File: src/rtl/lpf_sample_strober_if.sv
// Sample/strobe bus between the boxcar decimator and the slow-channel low-pass filter.
// The master drives raw samples and observes the averaged sample and strobe; the slave is the strober.
interface lpf_sample_strober_if;
  logic               enable;
  logic signed [15:0] din;
  logic               din_valid;
  logic signed [15:0] x;
  logic               strobe;
  logic [7:0]         overrun_cnt;
  logic               busy;

  modport master (
    output enable, din, din_valid,
    input  x, strobe, overrun_cnt, busy
  );

  modport slave (
    input  enable, din, din_valid,
    output x, strobe, overrun_cnt, busy
  );
endinterface

File: src/rtl/lpf_sample_strober.sv
// Boxcar-averages 2^DECIM_LOG2 raw samples and strobes each average into the low-pass filter,
// keeping strobe rising edges at least MIN_GAP cycles apart. Define LPF_STROBER_ROUND_EN for round-half-up averages.
module lpf_sample_strober #(
  parameter int DECIM_LOG2 = 4,
  parameter int STB_WIDTH  = 2,
  parameter int MIN_GAP    = 3
) (
  input logic                 lb_clk,
  input logic                 reset_n,
  lpf_sample_strober_if.slave strober_io
);

  localparam int ACC_W   = 17 + DECIM_LOG2;
  localparam int CNT_W   = DECIM_LOG2 + 1;
  localparam int NSAMP   = 1 << DECIM_LOG2;
  localparam int GAP_LEN = MIN_GAP - STB_WIDTH;
  localparam int TMR_W   = $clog2(MIN_GAP + 1);

`ifdef LPF_STROBER_ROUND_EN
  localparam logic signed [ACC_W-1:0] RND = ACC_W'(NSAMP >> 1);
`else
  localparam logic signed [ACC_W-1:0] RND = '0;
`endif

  localparam logic [CNT_W-1:0] LAST_CNT   = CNT_W'(NSAMP - 1);
  localparam logic [TMR_W-1:0] PULSE_LOAD = TMR_W'(STB_WIDTH - 1);
  localparam logic [TMR_W-1:0] GAP_LOAD   = TMR_W'(GAP_LEN - 1);

  typedef enum logic [1:0] {IDLE, PULSE, GAP} state_t;

  state_t                  state_q;
  logic signed [ACC_W-1:0] acc_q;
  logic signed [ACC_W-1:0] acc_d;
  logic signed [ACC_W-1:0] sum_d;
  logic [CNT_W-1:0]        cnt_q;
  logic [CNT_W-1:0]        cnt_d;
  logic                    pend_q;
  logic [15:0]             pend_val_q;
  logic [15:0]             result_d;
  logic [15:0]             x_q;
  logic                    strobe_q;
  logic [7:0]              ovr_q;
  logic [TMR_W-1:0]        tmr_q;
  logic                    accept;
  logic                    last_d;
  logic                    consume;

  always_comb begin
    accept   = strober_io.enable & strober_io.din_valid;
    sum_d    = acc_q + {{(ACC_W-16){strober_io.din[15]}}, strober_io.din};
    result_d = 16'((sum_d + RND) >>> DECIM_LOG2);
    last_d   = accept && (cnt_q == LAST_CNT);
    // The FSM takes the pending value from IDLE or on the last GAP edge.
    consume  = strober_io.enable && pend_q &&
               ((state_q == IDLE) || ((state_q == GAP) && (tmr_q == '0)));
    if (!strober_io.enable || last_d) begin
      acc_d = '0;
      cnt_d = '0;
    end else if (accept) begin
      acc_d = sum_d;
      cnt_d = cnt_q + CNT_W'(1);
    end else begin
      acc_d = acc_q;
      cnt_d = cnt_q;
    end
  end

  always_ff @(posedge lb_clk) begin
    if (!reset_n) begin
      state_q    <= IDLE;
      acc_q      <= '0;
      cnt_q      <= '0;
      pend_q     <= 1'b0;
      pend_val_q <= '0;
      x_q        <= '0;
      strobe_q   <= 1'b0;
      ovr_q      <= '0;
      tmr_q      <= '0;
    end else begin
      acc_q <= acc_d;
      cnt_q <= cnt_d;

      if (!strober_io.enable) begin
        pend_q <= 1'b0;
      end else if (last_d) begin
        pend_q     <= 1'b1;
        pend_val_q <= result_d;
        if (pend_q && !consume && (ovr_q != 8'hFF)) begin
          ovr_q <= ovr_q + 8'd1;
        end
      end else if (consume) begin
        pend_q <= 1'b0;
      end

      case (state_q)
        IDLE: begin
          if (consume) begin
            x_q      <= pend_val_q;
            strobe_q <= 1'b1;
            tmr_q    <= PULSE_LOAD;
            state_q  <= PULSE;
          end
        end
        PULSE: begin
          if (tmr_q == '0) begin
            strobe_q <= 1'b0;
            tmr_q    <= GAP_LOAD;
            state_q  <= GAP;
          end else begin
            tmr_q <= tmr_q - TMR_W'(1);
          end
        end
        GAP: begin
          // Chaining straight into PULSE keeps back-to-back rises exactly MIN_GAP apart.
          if (tmr_q == '0) begin
            if (consume) begin
              x_q      <= pend_val_q;
              strobe_q <= 1'b1;
              tmr_q    <= PULSE_LOAD;
              state_q  <= PULSE;
            end else begin
              state_q <= IDLE;
            end
          end else begin
            tmr_q <= tmr_q - TMR_W'(1);
          end
        end
        default: begin
          strobe_q <= 1'b0;
          state_q  <= IDLE;
        end
      endcase
    end
  end

  assign strober_io.x           = x_q;
  assign strober_io.strobe      = strobe_q;
  assign strober_io.overrun_cnt = ovr_q;
  assign strober_io.busy        = (state_q != IDLE);

endmodule

File: src/flat_wrapper.sv
// flat-port wrapper written by rule: the top's interface ports become plain ports
module lpf_sample_strober_flat 
#(
  parameter int DECIM_LOG2 = 4,
  parameter int STB_WIDTH  = 2,
  parameter int MIN_GAP    = 3
)
  (lb_clk, reset_n, strober_io_enable, strober_io_din, strober_io_din_valid, strober_io_x, strober_io_strobe, strober_io_overrun_cnt, strober_io_busy);
  lpf_sample_strober_if strober_io_i ();
  input logic lb_clk;
  input logic reset_n;
  input wire logic [$bits(strober_io_i.enable)-1:0] strober_io_enable;
  input wire logic [$bits(strober_io_i.din)-1:0] strober_io_din;
  input wire logic [$bits(strober_io_i.din_valid)-1:0] strober_io_din_valid;
  output wire logic [$bits(strober_io_i.x)-1:0] strober_io_x;
  output wire logic [$bits(strober_io_i.strobe)-1:0] strober_io_strobe;
  output wire logic [$bits(strober_io_i.overrun_cnt)-1:0] strober_io_overrun_cnt;
  output wire logic [$bits(strober_io_i.busy)-1:0] strober_io_busy;
  assign strober_io_i.enable = strober_io_enable;
  assign strober_io_i.din = strober_io_din;
  assign strober_io_i.din_valid = strober_io_din_valid;
  assign strober_io_x = strober_io_i.x;
  assign strober_io_strobe = strober_io_i.strobe;
  assign strober_io_overrun_cnt = strober_io_i.overrun_cnt;
  assign strober_io_busy = strober_io_i.busy;
  lpf_sample_strober #(.DECIM_LOG2(DECIM_LOG2), .STB_WIDTH(STB_WIDTH), .MIN_GAP(MIN_GAP)) u_core (.lb_clk(lb_clk), .reset_n(reset_n), .strober_io(strober_io_i));
endmodule
File: config.mk
export PLATFORM = sky130hd
export DESIGN_NAME = lpf_sample_strober_flat
export DESIGN_NICKNAME = d
export VERILOG_FILES = /design/src/rtl/lpf_sample_strober_if.sv /design/src/rtl/lpf_sample_strober.sv /design/src/flat_wrapper.sv
export SDC_FILE = /design/constraint.sdc
export NUM_CORES = 1
export LEC_CHECK = 0
export ABC_CLOCK_PERIOD_IN_PS = 3380
export CORE_UTILIZATION = 45
export CTS_CLUSTER_DIAMETER = 200
export DETAILED_ROUTE_END_ITERATION = 6
export PLACE_DENSITY = 0.74
export SLEW_MARGIN = 40
export SYNTH_ARGS = -nofsm -noshare
export SYNTH_HDL_FRONTEND = slang
export SYNTH_SLANG_ARGS = --single-unit
File: constraint.sdc
create_clock -name lb_clk -period 3.38 [get_ports lb_clk]
set_input_delay 0.845 -clock lb_clk [delete_from_list [all_inputs] [get_ports lb_clk]]
set_output_delay 0.845 -clock lb_clk [all_outputs]
set_load 0.01 [all_outputs]
# [Yosys cells after proc, flatten, opt, wreduce, memory -nomap -nowiden]
# Cells that the tools add are included.
[word_totals] register_bits=72 elab_cells=63
[classes] add_sub_neg=4 eq_ne=7 mux=18 n_bitwise=2 reduce_logical=23
[ops] cell="2-to-1 mux 16 bit" count=2
[ops] cell="case mux 16 bit (2 select lines)" count=1
[ops] cell="adder 21 bit" count=1
[ops] cell="2-to-1 mux 2 bit" count=6
[ops] cell="case mux 2 bit (3 select lines)" count=2
[ops] cell="adder 8 x 1 -> 8 bit (second input constant)" count=1
[ops] cell="inequality test 8 bit (second input constant)" count=1
[ops] cell="AND reduction 2 bit" count=4
[ops] cell="logical AND 1 bit" count=6
[ops] cell="2-to-1 mux 1 bit" count=6
[ops] cell="AND reduction 3 bit" count=2
[ops] cell="nonzero test 2 bit" count=3
[ops] cell="adder 5 x 1 -> 5 bit (second input constant)" count=1
[ops] cell="equality test 5 x 4 -> 1 bit (second input constant)" count=1
[ops] cell="logical NOT 2 bit" count=2
[ops] cell="inequality test 2 x 1 -> 1 bit (second input constant)" count=2
[ops] cell="case mux 1 bit (3 select lines)" count=1
[ops] cell="nonzero test 3 bit" count=1
[ops] cell="equality test 2 x 1 -> 1 bit (second input constant)" count=1
[ops] cell="equality test 2 bit (second input constant)" count=1
[ops] cell="logical NOT 1 bit" count=2
[ops] cell="logical OR 1 bit" count=2
[ops] cell="inequality test 2 bit (second input constant)" count=1
[ops] cell="OR reduction 2 bit" count=1
[ops] cell="other kinds (3)" count=3

# [Longest topological paths before layout]
[logic_depth] depth_word=8 mapped_depth=10 ltp_nobuf=10

# [Worst setup path after synthesis]
# Ideal clock, no wire load.
[synth_path] path_kind="input to register" startpoint="input strober_io_din[0]" endpoint="register u_core.acc_q[18]" setup_time_ns=0.086 t_arrival_ns=2.812 required_ns=3.294 setup_slack_ns=0.483 path_stages=10 n_path_buf=0 cell_sequence="ha_1 -> fa_1 -> a21oi_1 -> nand4b_1 -> nand3_1 -> a221oi_2 -> o31a_1 -> a21oi_1 -> xnor2_1 -> a211oi_1"
[synth_between] elab_chain_len=1
[synth_lines] item="start, declared" line="flat_wrapper.sv:13" rtl="input wire logic [$bits(strober_io_i.din)-1:0] strober_io_din;"
[synth_lines] item="adder 21 bit" line="lpf_sample_strober.sv:50" rtl="sum_d = acc_q + {{(ACC_W-16){strober_io.din[15]}}, strober_io.din};"
[synth_lines] item="end signal, assigned" line="lpf_sample_strober.sv:71" rtl="acc_q <= '0;"
[synth_lines] item="end signal, assigned" line="lpf_sample_strober.sv:80" rtl="acc_q <= acc_d;"
[synth_lines] item="end, declared" line="lpf_sample_strober.sv:32" rtl="logic signed [ACC_W-1:0] acc_q;"
# No other way between the ends.
# A chain may end at the register's enable or synchronous reset.

# [Worst setup path in the final report]
# Same ends and word-level chain as after synthesis.

==> impl_results.md <==
- Global routing usage on met3: 5.06%
- Top post-synthesis cells by area: dfxtp_1 39%, ha_1 8.9%, nand2_1 6.2%
- Yosys top cell area share: 39.1%
- Synth Register Bits: 71
- Critical path fanouts, max: 4
- Seq/Total Area, Yosys: 39.1%
- Count of different cell masters after synthesis: 43
- Hold Vio Cnt, Final: 0
- DP Area: 4240 sq um
- Dpl hpwl: 5840 microns
- Simple-gate share of the synthesized area: 18.8%
- Post-route ant nets: 0
- Crit path launch type: input port
- Clk root buf: clkbuf_8
- Die Span X: 91.9 microns
- Die area: 8450 sq um
- Initial antenna violation count: 0
- Post-synthesis adder-cell area fraction: 9.49%
- Maxcap violations: 0
- RSZ-0062 raised after global routing: no
- Gpl congestion: 0.914
- Max Transition Viols Final: 0
- Post-synthesis cell count: 430
- Post-synthesis xor/xnor area fraction: 6.50%
- H-tree depth: 3
- Worst-margin pin slew: 0.695 ns
- Syn nets: 477
- Avg Cell Area, Syn: 8.46 sq um
- First-pass GRT wire length: 13300 microns
- WL final: 7860 microns
- CTS tree: done
- Final min period: 3.17 ns
- Reg clk slew, reported paths: 0.07 ns
- Largest family of logic cells by synthesized area: simple AND/OR/NAND/NOR gates
- Mux cell area share after synthesis: 5.23%
- CP Data Required Time: 3.63 ns
- Fin crit share: 93.8%
- DR DRC count: 0
- Clk sinks: 71
- Vias per std cell: 5.29
- Grt met2 use: 31.9%
- Via count: 3108
- Post-synthesis compound-gate area fraction: 17.8%
- Final nets: 527
- Drt first pass iters: 6
- ANT cells: 0
- Crit path DAT: 3.42 ns
- CTS max path bufs: 2
- Area Overhead vs Synth: 23.7%
- Fill count: 712
- Gr busiest metal: met2
- Layout cell share with drive strength beyond 1: 8.25%
- Yosys top cell by area: dfxtp_1
- Core ar.: 7770 sq um
- Final setup vio count: 0
- Pin count of the biggest net entering global routing: 29
- Initial DRC Count: 130
- Area of the mapped netlist: 3640 sq um
- Cts bufs inserted: 9
- Skew final: 0.00496 ns
- Overflow after GRT: 0
- IO Port Bufs: 45
- Ys Warns: 0
- Num ports: 46
- Status: finished, final reports clean
- Setup Crit Path Kind: input port to flip-flop
- Slew headroom: 53.5%
- Leakage: 1.71 nW
- Cell Pwr Density: 396 nW/um^2
- Worst skew pair latency: 0.34 ns
- CP Capture Type: flip-flop
- Total Routing Usage GR: 19.8%
- Chip height: 91.9 microns
- # rows: 32
- Vias in the first global route: 2869
- HP Class: flip-flop to flip-flop
- Finished Cell Area: 4500 sq um
- Max Fclk: 315 MHz
- Average wire per standard cell: 13.4 microns
- VDD IR max: 183 uV
- Total power: 0.00178 W
- Hold slack: 0.455 ns
- Met1 Track Usage GR: 26.0%
- Effective utilization at floorplan: 46.9%
==> report_power, final <==
group	internal, W	switching [W]
Clock	0.000439	0.000320
Combinational	0.0000764	0.000101
Sequential	0.000843	0.00000508
==> registers in the layout, indices dropped and copies added, names as in the netlist <==
signal / flops
u_core.strober_io.overrun_cnt: 8
u_core.tmr_q: 2
u_core.cnt_q: 5
u_core.strober_io.x: 16
u_core.acc_q: 20
u_core.state_q: 2
u_core.pend_val_q: 16
u_core.pend_q: 1
u_core.strober_io.strobe: 1
==> cells in the final DEF, fill, tap and decap left out, types with 2 or more instances in the layout <==
cell             netlist  layout
dfxtp_1               71      71
nand2_1               60      60
nor2_1                47      47
clkdlybuf4s50_1        0      45
a21oi_1               43      42
ha_1                  26      26
o21ai_0               22      22
mux2i_1               19      19
xnor2_1               14      14
a211oi_1              13      13
xor2_1                13      13
nand3_1               13      12
buf_4                  1      12
inv_1                 10      10
clkbuf_8               0      10
nor3_1                 7       7
nand4_1                6       6
a21o_1                 6       6
and3_1                 4       4
a31oi_1                4       4
and2_1                 3       3
a21oi_2                2       3
nor2b_1                3       3
o21bai_1               3       3
nand2b_1               2       2
or3_1                  2       2
o21a_1                 2       2
o31ai_1                2       2
bufinv_16              0       2
clkinvlp_4             0       2
==> cell families (layout without fill, tap and decap cells) <==
family	after synthesis	after routing
AOI/OAI and AO/OA	104	104
and+or+nand+nor	153	153
adders and majority gates	27	27
buffers and inverters	29	84
xor gates and xnor gates	27	27
muxes	19	19
DFF	71	71
==> critical path: stages <==
cell and delay (ns):
clkdlybuf4s50_1 0.41, ha_1 0.23, fa_1 0.43, a21oi_2 0.17, nand4b_1 0.15, nand3_2 0.12
a221oi_4 0.34, o31a_1 0.23, a21oi_1 0.10, xnor2_1 0.16, a211oi_1 0.23
==> path summary, 6_finish.rpt <==
path / start / to / slack, ns / cells past startpoint
min reg2reg: u_core.pend_val_q[13]$_SDFFE_PN0P_ / u_core.pend_val_q[13]$_SDFFE_PN0P_ / 0.46 / 2
max reg2reg: u_core.acc_q[0]$_SDFFE_PP0P_ / u_core.acc_q[18]$_SDFFE_PP0P_ / 0.83 / 10
max: strober_io_din[0] / u_core.acc_q[18]$_SDFFE_PP0P_ / 0.21 / 11
min: u_core.pend_val_q[13]$_SDFFE_PN0P_ / u_core.pend_val_q[13]$_SDFFE_PN0P_ / 0.46 / 2
==> cell usage after synthesis <==
master,n
clkbuf_1,14
a311oi_4,1
a21bo_2,1
or3b_2,1
a21oi_2,2
o21bai_1,3
fa_1,1
nand4b_1,1
buf_4,1
o31ai_1,2
o2111ai_1,1
nand4_1,6
nor2b_1,3
buf_1,3
nor3_1,7
nand3b_1,1
dfxtp_1,71
nand3_1,13
o31a_1,1
nand2_1,60
xnor2_1,14
or3_1,2
nand2b_1,2
a21o_1,6
inv_1,10
o21ai_0,22
a32oi_1,1
nand2b_4,1
and2_1,3
a221oi_2,1
o211ai_1,1
nor2_1,47
xor2_1,13
buf_2,1
and3_1,4
a211oi_1,13
nand4_2,1
a31oi_1,4
ha_1,26
mux2i_1,19
o21a_1,2
a21oi_1,43
or2_2,1
==> layout make-up <==
class / count / area [sq um] / share of cell area [%]
well taps: 102 / 128 / 2.83
multi-input cells: 330 / 2120 / 47.2
clock inverters: 6 / 92.6 / 2.06
repair buffers: 58 / 561 / 12.5
inverters: 10 / 37.5 / 0.834
clock buffers: 10 / 138 / 3.06
flip-flops and latches: 71 / 1420 / 31.6
==> metrics by stage <==
| stage | TNS (ns) | std cells | utilization (%) | worst slack, ns |
|---|---|---|---|---|
| 3_5_place_dp | -0.701 | 570 | 54.6 | -0.199 |
| 2_1_floorplan | 0 | 430 | - | 0.483 |
| 5_1_grt | 0 | 587 | 58.0 | 0.0266 |
| 3_3_place_gp | -0.298 | 570 | 54.6 | -0.103 |
| 4_1_cts | 0 | 586 | 57.6 | 0.196 |
| 6_report | 0 | 587 | 58.0 | 0.210 |
==> timing repair <==
item,in CTS,in global routing
hold buffers,0,0
gates resized for setup,0,3
buffers inserted,0,1
setup endpoints to repair,0,4
endpoints found under the hold margin,0,0
==> routing by layer <==
metal	share of wire, %	vias up
li1	-	1615
met1	48	1424
met2	47	59
met3	4.3	10
met4	1.1	0
met5	0	-
Note: power is estimated with default switching activity, not from simulation.
